`src/rtl/seq_sched_pkg.sv`:
```
`default_nettype none
// ---------------------------------------------------------------------------
// Module      : seq_sched_pkg
// Description : State encodings and pattern constant shared by the
//               scheduler and its bit-serial "1001" detector.
// Revision    : 1.0 - initial release
// ---------------------------------------------------------------------------
package seq_sched_pkg;

    typedef enum logic [2:0] {
        DET_START = 3'd0,
        DET_S1    = 3'd1,
        DET_S10   = 3'd2,
        DET_S100  = 3'd3,
        DET_S1001 = 3'd4
    } det_state_t;

    typedef enum logic [1:0] {
        SCH_IDLE   = 2'd0,
        SCH_SHIFT  = 2'd1,
        SCH_SETTLE = 2'd2,
        SCH_RESULT = 2'd3
    } sch_state_t;

    localparam logic [3:0] PATTERN = 4'b1001;

endpackage
`default_nettype wire

```
`src/rtl/seq_1001_det.sv`:
```
`default_nettype none
// ---------------------------------------------------------------------------
// Module      : seq_1001_det
// Description : Moore detector for the serial pattern "1001" with sync clear.
//               SEQ_SCHED_OVERLAP_EN selects overlapping match counting.
// Revision    : 1.0 - initial release
// ---------------------------------------------------------------------------
module seq_1001_det
    import seq_sched_pkg::*;
(
    input  logic clk,
    input  logic reset,
    input  logic clr,
    input  logic x,
    output logic y
);

    det_state_t r_state;
    det_state_t w_next;

    always_ff @(posedge clk or negedge reset) begin
        if (!reset) begin
            r_state <= DET_START;
        end else begin
            r_state <= w_next;
        end
    end

    always_comb begin
        w_next = DET_START;
        if (!clr) begin
            case (r_state)
                DET_START: w_next = x ? DET_S1 : DET_START;
                DET_S1:    w_next = x ? DET_S1 : DET_S10;
                DET_S10:   w_next = x ? DET_S1 : DET_S100;
                DET_S100:  w_next = x ? DET_S1001 : DET_START;
`ifdef SEQ_SCHED_OVERLAP_EN
                // The trailing 1 of a match doubles as the prefix of the next one.
                DET_S1001: w_next = x ? DET_S1 : DET_S10;
`else
                DET_S1001: w_next = x ? DET_S1 : DET_START;
`endif
                default:   w_next = DET_START;
            endcase
        end
    end

    assign y = (r_state == DET_S1001);

endmodule
`default_nettype wire

```
`src/rtl/seq_det_scheduler.sv`:
```
`default_nettype none
// ---------------------------------------------------------------------------
// Module      : seq_det_scheduler
// Description : Round-robin arbiter feeding granted words MSB-first into a
//               shared "1001" detector; returns match count and channel.
//               SEQ_SCHED_OVERLAP_EN (in seq_1001_det) enables overlap mode.
// Revision    : 1.0 - initial release
// ---------------------------------------------------------------------------
module seq_det_scheduler
    import seq_sched_pkg::*;
#(
    parameter int NCH = 4,
    parameter int DW  = 8,
    parameter int CW  = 4,
    parameter int CHW = 2
) (
    input  logic              clk,
    input  logic              reset,
    input  logic [NCH-1:0]    req_valid,
    input  logic [NCH*DW-1:0] req_data,
    output logic [NCH-1:0]    req_ready,
    output logic              res_valid,
    input  logic              res_ready,
    output logic [CHW-1:0]    res_ch,
    output logic [CW-1:0]     res_count,
    output logic              busy
);

    localparam int BCW = (DW > 1) ? $clog2(DW) : 1;

    sch_state_t       r_state;
    sch_state_t       w_next;
    logic [CHW-1:0]   r_ptr;
    logic [CHW-1:0]   r_ch;
    logic [DW-1:0]    r_shreg;
    logic [BCW-1:0]   r_bit_cnt;
    logic [CW-1:0]    r_count;
    logic [CHW-1:0]   w_grant_ch;
    logic [CHW-1:0]   w_idx;
    logic             w_grant_any;
    logic             w_det_clr;
    logic             w_det_y;
    logic             w_bit_last;
    logic             w_count_inc;

    // Scan from the highest offset down so the closest valid channel wins.
    always_comb begin
        w_grant_any = 1'b0;
        w_grant_ch  = '0;
        w_idx       = '0;
        for (int off = NCH - 1; off >= 0; off--) begin
            w_idx = CHW'((int'(r_ptr) + off) % NCH);
            if (req_valid[w_idx]) begin
                w_grant_any = 1'b1;
                w_grant_ch  = w_idx;
            end
        end
    end

    always_ff @(posedge clk or negedge reset) begin
        if (!reset) begin
            r_state <= SCH_IDLE;
        end else begin
            r_state <= w_next;
        end
    end

    always_comb begin
        w_next    = r_state;
        req_ready = '0;
        w_det_clr = 1'b0;
        case (r_state)
            SCH_IDLE: begin
                if (w_grant_any) begin
                    req_ready[w_grant_ch] = 1'b1;
                    w_det_clr             = 1'b1;
                    w_next                = SCH_SHIFT;
                end
            end
            SCH_SHIFT:  if (w_bit_last) w_next = SCH_SETTLE;
            SCH_SETTLE: w_next = SCH_RESULT;
            SCH_RESULT: if (res_ready) w_next = SCH_IDLE;
            default:    w_next = SCH_IDLE;
        endcase
    end

    assign w_bit_last  = (r_bit_cnt == BCW'(DW - 1));
    assign w_count_inc = w_det_y && (r_count != '1) &&
                         ((r_state == SCH_SHIFT) || (r_state == SCH_SETTLE));

    always_ff @(posedge clk or negedge reset) begin
        if (!reset) begin
            r_ptr     <= '0;
            r_ch      <= '0;
            r_shreg   <= '0;
            r_bit_cnt <= '0;
            r_count   <= '0;
        end else begin
            if ((r_state == SCH_IDLE) && w_grant_any) begin
                r_shreg   <= req_data[w_grant_ch*DW +: DW];
                r_ch      <= w_grant_ch;
                r_ptr     <= CHW'((int'(w_grant_ch) + 1) % NCH);
                r_bit_cnt <= '0;
                r_count   <= '0;
            end else begin
                if (r_state == SCH_SHIFT) begin
                    r_shreg   <= r_shreg << 1;
                    r_bit_cnt <= r_bit_cnt + 1'b1;
                end
                if (w_count_inc) begin
                    r_count <= r_count + 1'b1;
                end
            end
        end
    end

    seq_1001_det u_det (
        .clk   (clk),
        .reset (reset),
        .clr   (w_det_clr),
        .x     (r_shreg[DW-1]),
        .y     (w_det_y)
    );

    assign res_valid = (r_state == SCH_RESULT);
    assign busy      = (r_state != SCH_IDLE);
    assign res_ch    = r_ch;
    assign res_count = r_count;

endmodule
`default_nettype wire

```
`config.mk`:
```
export PLATFORM = sky130hd
export DESIGN_NAME = seq_det_scheduler
export DESIGN_NICKNAME = d
export VERILOG_FILES = /design/src/rtl/seq_sched_pkg.sv /design/src/rtl/seq_1001_det.sv /design/src/rtl/seq_det_scheduler.sv
export SDC_FILE = /design/constraint.sdc
export NUM_CORES = 1
export LEC_CHECK = 0
export CAP_MARGIN = 20
export CORE_UTILIZATION = 25
export DETAILED_ROUTE_END_ITERATION = 8
export SLEW_MARGIN = 0
export SYNTH_ARGS = -nofsm -noshare
export SYNTH_HDL_FRONTEND = slang
export SYNTH_HIERARCHICAL = 1
export SYNTH_SLANG_ARGS = --single-unit
```
`constraint.sdc`:
```
create_clock -name clk -period 4.2 [get_ports clk]
set_input_delay 0.63 -clock clk [delete_from_list [all_inputs] [get_ports clk]]
set_output_delay 0.63 -clock clk [all_outputs]
set_load 0.02 [all_outputs]
```
==> impl_metrics.tcl, run 1 <==
set metrics [dict create \
    outcome "complete, no violations" \
    grtUsageTotal_pct 12.95 \
    via_count 1358 \
    layout_common_cells "clkdlybuf4s50_1 (50), dfrtp_1 (24), a211oi_1 (14), mux2i_1 (12)" \
    wl_per_cell_um 13.83 \
    cts.sinks 24 \
    synth_warnings 6 \
    ant_nets 0 \
    grt_pass1_vias 1378 \
    clkTransAtPathRegs_ns 0.09 \
    netlist_area_um2 1546 \
    die_w_um 80.65 \
    fmax_ghz 0.2830 \
    gp_congestion 0.7877 \
    dr.pass1.iters 4 \
    max_slew.worst_pin.slew_ns 0.7103 \
    syn_to_final_growth_pct 41.42 \
    wl_mm 3.859 \
    synth_top_cell_area_share_pct 38.83 \
    power_density_nw_per_um2 585.7 \
    final_area_um2 2187 \
    max_slew_margin_pct 52.59 \
    setup.worst_path.start "req_valid[0]" \
    fin_skew_ns 0.001610 \
    antenna_cells 0 \
    cts-buffers-inserted 3 \
    h-tree-depth 1 \
    cts_resized 0 \
    path_class "in -> out" \
    drive_gt1_share_pct 7.843 \
    gr-total-overflow 0 \
    reg2reg_from "r_state[1]" \
    ir_drop_mv 0.2541 \
    required_ns 3.57 \
    grt_pass1_wl_mm 6.382 \
    fp.dieH_um 80.65 \
    placed_cell_area_um2 2116 \
    end_kind "primary output" \
    setup_violations 0 \
    synth_seq_cells 24 \
    post-route-drc-count 0 \
    cp_max_fo 24 \
    die_area_um2 6504 \
    timing.final.crit_share_pct 84.13 \
    layout.nets 251 \
    synthCells 155 \
    yosysSeqAreaShare_pct 38.83 \
    synth_area_leaders "dfrtp_1 (39%), mux2i_1 (7.8%), a211oi_1 (6.8%), ha_1 (5.7%), a2111oi_2 (4.9%)" \
    cts_hold_buffers 0 \
    min_period_ns 3.534 \
    min-delay-path-class "reg -> reg" \
    grt_max_degree 25 \
    ios 51 \
    drtIter0Drc 43 \
    worst_skew_pair.late_latency_ns 0.27 \
    cts_tree "done" \
    max_cap_violations 0 \
    timing.final.hold_violations 0 \
    cts_root_buf "clkbuf_8" \
    port_buffers 50 \
    arrival_ns 2.90 \
    yosysTopAreaCell "dfrtp_1" \
    core-area_um2 5956 \
    finalSetupTns_ns 0 \
    fp-row-count 28 \
    avgSynthCellArea_um2 9.977 \
    layout_commonest_cell "clkdlybuf4s50_1" \
    startpoint_type "primary input" \
    ctsLongestPathBuffers 2 \
    post_cts_buffers 0 \
    start_util_pct 25.97 \
    slew_viol_final 0 \
    leakagePower_nw 0.9033 \
    rsz0062_at_grt "false" \
    worstHoldStart "res_ch[0]" \
    dp_hpwl_mm 2.956 \
    vias_per_cell 4.867 \
    synth.distinct_cells 41 \
    antenna_found_initial 0 \
    nFillCells 613 \
    syn_nets 201 \
]
[state kept, by name (all words and copies together) (netlist names)]
signal / flops
r_bit_cnt: 3
r_ptr: 2
r_shreg: 8
r_state: 2
res_ch: 2
res_count: 4
u_det/r_state: 3
[critical path, stage by stage]
cell and delay [ns]:
clkdlybuf4s50_1 0.54, nor4_1 0.09, nand2b_1 0.16, inv_1 0.53, nand2_1 0.20, nor2_1 0.13, clkdlybuf4s50_1 0.62
[through the flow]
stage	utilization (%)	instances	power (W)	worst slack (ns)	hold WS (ns)
after floorplan	-	155	0.0008814	1.716	0.3344
final	36.72	279	0.001281	0.6665	0.4843
after detailed placement	35.53	275	0.001084	0.6835	0.4708
after global placement	35.53	275	0.001072	0.7165	0.4752
after global routing	36.72	279	0.001397	0.4764	0.5246
after CTS	36.72	279	0.001299	0.6619	0.4862
[final timing paths]
check                          endpoint  slack, ns  cells after the start
max                        req_ready[3]       0.67                      7
min                           res_ch[0]       0.48                      2
max reg2reg                  r_shreg[1]       2.20                      6
min reg2reg                   res_ch[0]       0.48                      2
max in group asynchronous    r_shreg[0]       3.25                      2
min in group asynchronous  res_count[1]       0.71                      2
[cell usage after synthesis]
library cell,count
and3_1,2
nor2b_1,3
a21o_1,1
mux2i_1,12
a211oi_1,14
nand2_1,10
o21ai_0,3
o32a_1,1
a2111oi_0,2
buf_1,1
nor3_1,2
o31ai_1,1
a21boi_1,2
a311oi_2,1
nand2b_1,1
nor3b_1,1
a2111oi_2,5
xnor2_1,4
o21ai_1,1
nand4_1,1
dfrtp_1,24
nor2_1,9
xor2_1,2
o21a_1,1
clkbuf_1,3
nor4_1,2
inv_1,10
a21boi_0,7
o2111a_1,1
or4b_1,1
ha_1,7
a21oi_1,4
and2_1,5
buf_2,2
and2_4,1
o22ai_1,1
a31oi_1,1
nand3_1,2
buf_6,2
nand2_2,1
o22ai_2,1
[kinds of logic after synthesis]
kind of cell	after synthesis	share of synthesized area (%)
compound gates	47	25.16
buf+inv	18	5.502
fa+ha+maj	7	5.663
xor+xnor	6	3.398
mux	12	7.767
flops	24	38.84
simple gates	41	13.67
[layout make-up]
cell class / instances / area, um2 / share of cell area [%]
Clock buffer: 3 / 41.29 / 1.888
Clock inverter: 1 / 30.03 / 1.373
Inverter: 10 / 37.54 / 1.716
Multi-Input combinational cell: 113 / 860.8 / 39.36
Sequential cell: 24 / 600.6 / 27.46
Tap cell: 75 / 93.84 / 4.291
Timing Repair Buffer: 53 / 523.0 / 23.91
[report_power, final]
part           switching [W]  total (W)  internal (W)  leakage [nW]
logic               0.000376   0.000683      0.000307         0.568
clock network      0.0000786   0.000206      0.000128        0.0357
registers          0.0000684   0.000392      0.000323         0.300
[metal layers]
layer	part of all wire (%)	wire length (um)	global-route usage (%)
met1	45	1734	16.52
met3	5.3	203	2.727
met4	1.4	55	5.179
met5	0	0	0
met2	48	1866	21.10
(Power assumes the default switching activity.)
==> inputs of run 2 (changes only) <==
==> constraint.sdc (replaced) <==
create_clock -name clk -period 3.5 [get_ports clk]
set_input_delay 0.525 -clock clk [delete_from_list [all_inputs] [get_ports clk]]
set_output_delay 0.525 -clock clk [all_outputs]
set_load 0.02 [all_outputs]
==> impl_metrics.tcl, run 2 (synthesis gave the netlist of run 1 again) <==
set metrics [dict create \
    cts_tree "done" \
    gp_congestion 0.8232 \
    ios 51 \
    timing.final.crit_share_pct 87.90 \
    wl_per_cell_um 13.93 \
    rrSetupSlack_ns 1.55 \
    min-delay-path-class "reg -> reg" \
    layout_common_cells "clkdlybuf4s50_1 (50), dfrtp_1 (24), a211oi_1 (14), mux2i_1 (12)" \
    max_cap_violations 0 \
    top_layer "met4" \
    finalSetupTns_ns 0 \
    path_class "in -> out" \
    grtUsageTotal_pct 12.83 \
    power_density_nw_per_um2 687.0 \
    end_kind "primary output" \
    instances_no_fill 282 \
    wl_met2_mm 1.807 \
    cts_resized 0 \
    ant_nets 0 \
    setup.worst_path.start "req_valid[1]" \
    post-route-drc-count 0 \
    cts_root_buf "clkbuf_8" \
    nFillCells 627 \
    grt_pass1_vias 1284 \
    fmax_ghz 0.3251 \
    antenna_found_initial 0 \
    dr.pass1.iters 4 \
    start_util_pct 25.97 \
    gr-total-overflow 0 \
    regToRegEndpoint "r_state[0]" \
    ff_latch_area_um2 600.6 \
    antenna_cells 0 \
    max_slew.worst_pin.slew_ns 0.5332 \
    post_cts_buffers 0 \
    clkTransAtPathRegs_ns 0.09 \
    fp.dieH_um 80.65 \
    syn_to_final_growth_pct 41.83 \
    top_register "r_shreg" \
    vias_per_cell 4.887 \
    min_period_ns 3.076 \
    endpoint "req_ready[3]" \
    setup_violations 0 \
    outcome "complete, no violations" \
    fp-row-count 28 \
    layout.nets 254 \
    startpoint_type "primary input" \
    met1Wirelength_mm 1.840 \
    multi_input_area_um2 860.8 \
    rsz0062_at_grt "false" \
    leakagePower_nw 0.9109 \
    drtIter0Drc 68 \
    layout_commonest_cell "clkdlybuf4s50_1" \
    grt_max_degree 25 \
    die_area_um2 6504 \
    cp_max_fo 12 \
    reg2reg_from "r_state[1]" \
    ir_drop_mv 0.2244 \
    ctsLongestPathBuffers 2 \
    largest_reg_flops 8 \
    max_slew_margin_pct 64.45 \
    cts-buffers-inserted 3 \
    dp_hpwl_mm 2.980 \
    h-tree-depth 1 \
    power_w 0.001507 \
    timing.final.hold_violations 0 \
    grt_pass1_wl_mm 6.161 \
    drive_gt1_share_pct 9.179 \
    fin_skew_ns 0.002733 \
    dp.cells 278 \
    port_buffers 50 \
    die_w_um 80.65 \
    required_ns 2.97 \
    slew_viol_final 0 \
    worst_skew_pair.late_latency_ns 0.27 \
    reg2reg_depth 7 \
    wl_met3_um 156 \
    arrival_ns 2.55 \
    via_count 1378 \
    cts.sinks 24 \
    wl_mm 3.928 \
    core-area_um2 5956 \
    cts_hold_buffers 0 \
]
## run 2: cell types whose count changed in the layout (fill, tap and decap cells not counted)
cell / before / now
buf_4: 3 / 6
bufinv_16: 1 / 0
clkbuf_8: 3 / 4
## run 2: worst max-delay path, stage by stage
cell and delay [ns]:
clkdlybuf4s50_1 0.55, mux2i_1 0.10, nand2_1 0.24, and2_4 0.30, nand2_1 0.11, nor2_1 0.11, clkdlybuf4s50_1 0.61
## run 2: worst min-delay path by stage
stage | slack, ns | cells past startpoint | from | to
after global placement | 0.47 | 1 | u_det/r_state[2] | u_det/r_state[1]
after global routing | 0.52 | 1 | u_det/r_state[2] | u_det/r_state[1]
after floorplan | 0.23 | 0 | reset | r_bit_cnt[0]
after detailed placement | 0.47 | 1 | u_det/r_state[2] | u_det/r_state[1]
final | 0.48 | 1 | u_det/r_state[2] | u_det/r_state[1]
after CTS | 0.48 | 1 | u_det/r_state[2] | u_det/r_state[1]
## run 2: power by group
part           internal, W  leakage (nW)  switching, W
Clock             0.000101        0.0288     0.0000920
Sequential        0.000388         0.300     0.0000833
Combinational     0.000386         0.583      0.000457
Total             0.000874         0.911      0.000633
## run 2: layout make-up
cell class | instances | area share, %
Clock buffer | 4 | 2.510
Multi-Input combinational cell | 113 | 39.25
Inverter | 10 | 1.711
Tap cell | 75 | 4.278
Sequential cell | 24 | 27.38
Timing Repair Buffer | 56 | 24.87
## run 2: stage by stage
| stage | area [um2] | utilization (%) | worst slack (ns) | hold slack [ns] |
|---|---|---|---|---|
| final | 2193 | 36.83 | 0.4236 | 0.4808 |
| after detailed placement | 2138 | 35.90 | 0.4209 | 0.4719 |
| after global placement | 2138 | 35.90 | 0.4584 | 0.4669 |
| after CTS | 2193 | 36.83 | 0.4174 | 0.4846 |
| after global routing | 2193 | 36.83 | 0.3009 | 0.5182 |
| after floorplan | 1546 | - | 1.226 | 0.2294 |
## run 2: metal layers
layer	track usage [%]	up-vias
met2	19.07	30
met5	0	-
met4	7.143	0
met3	2.614	9
met1	17.13	667
li1	-	672
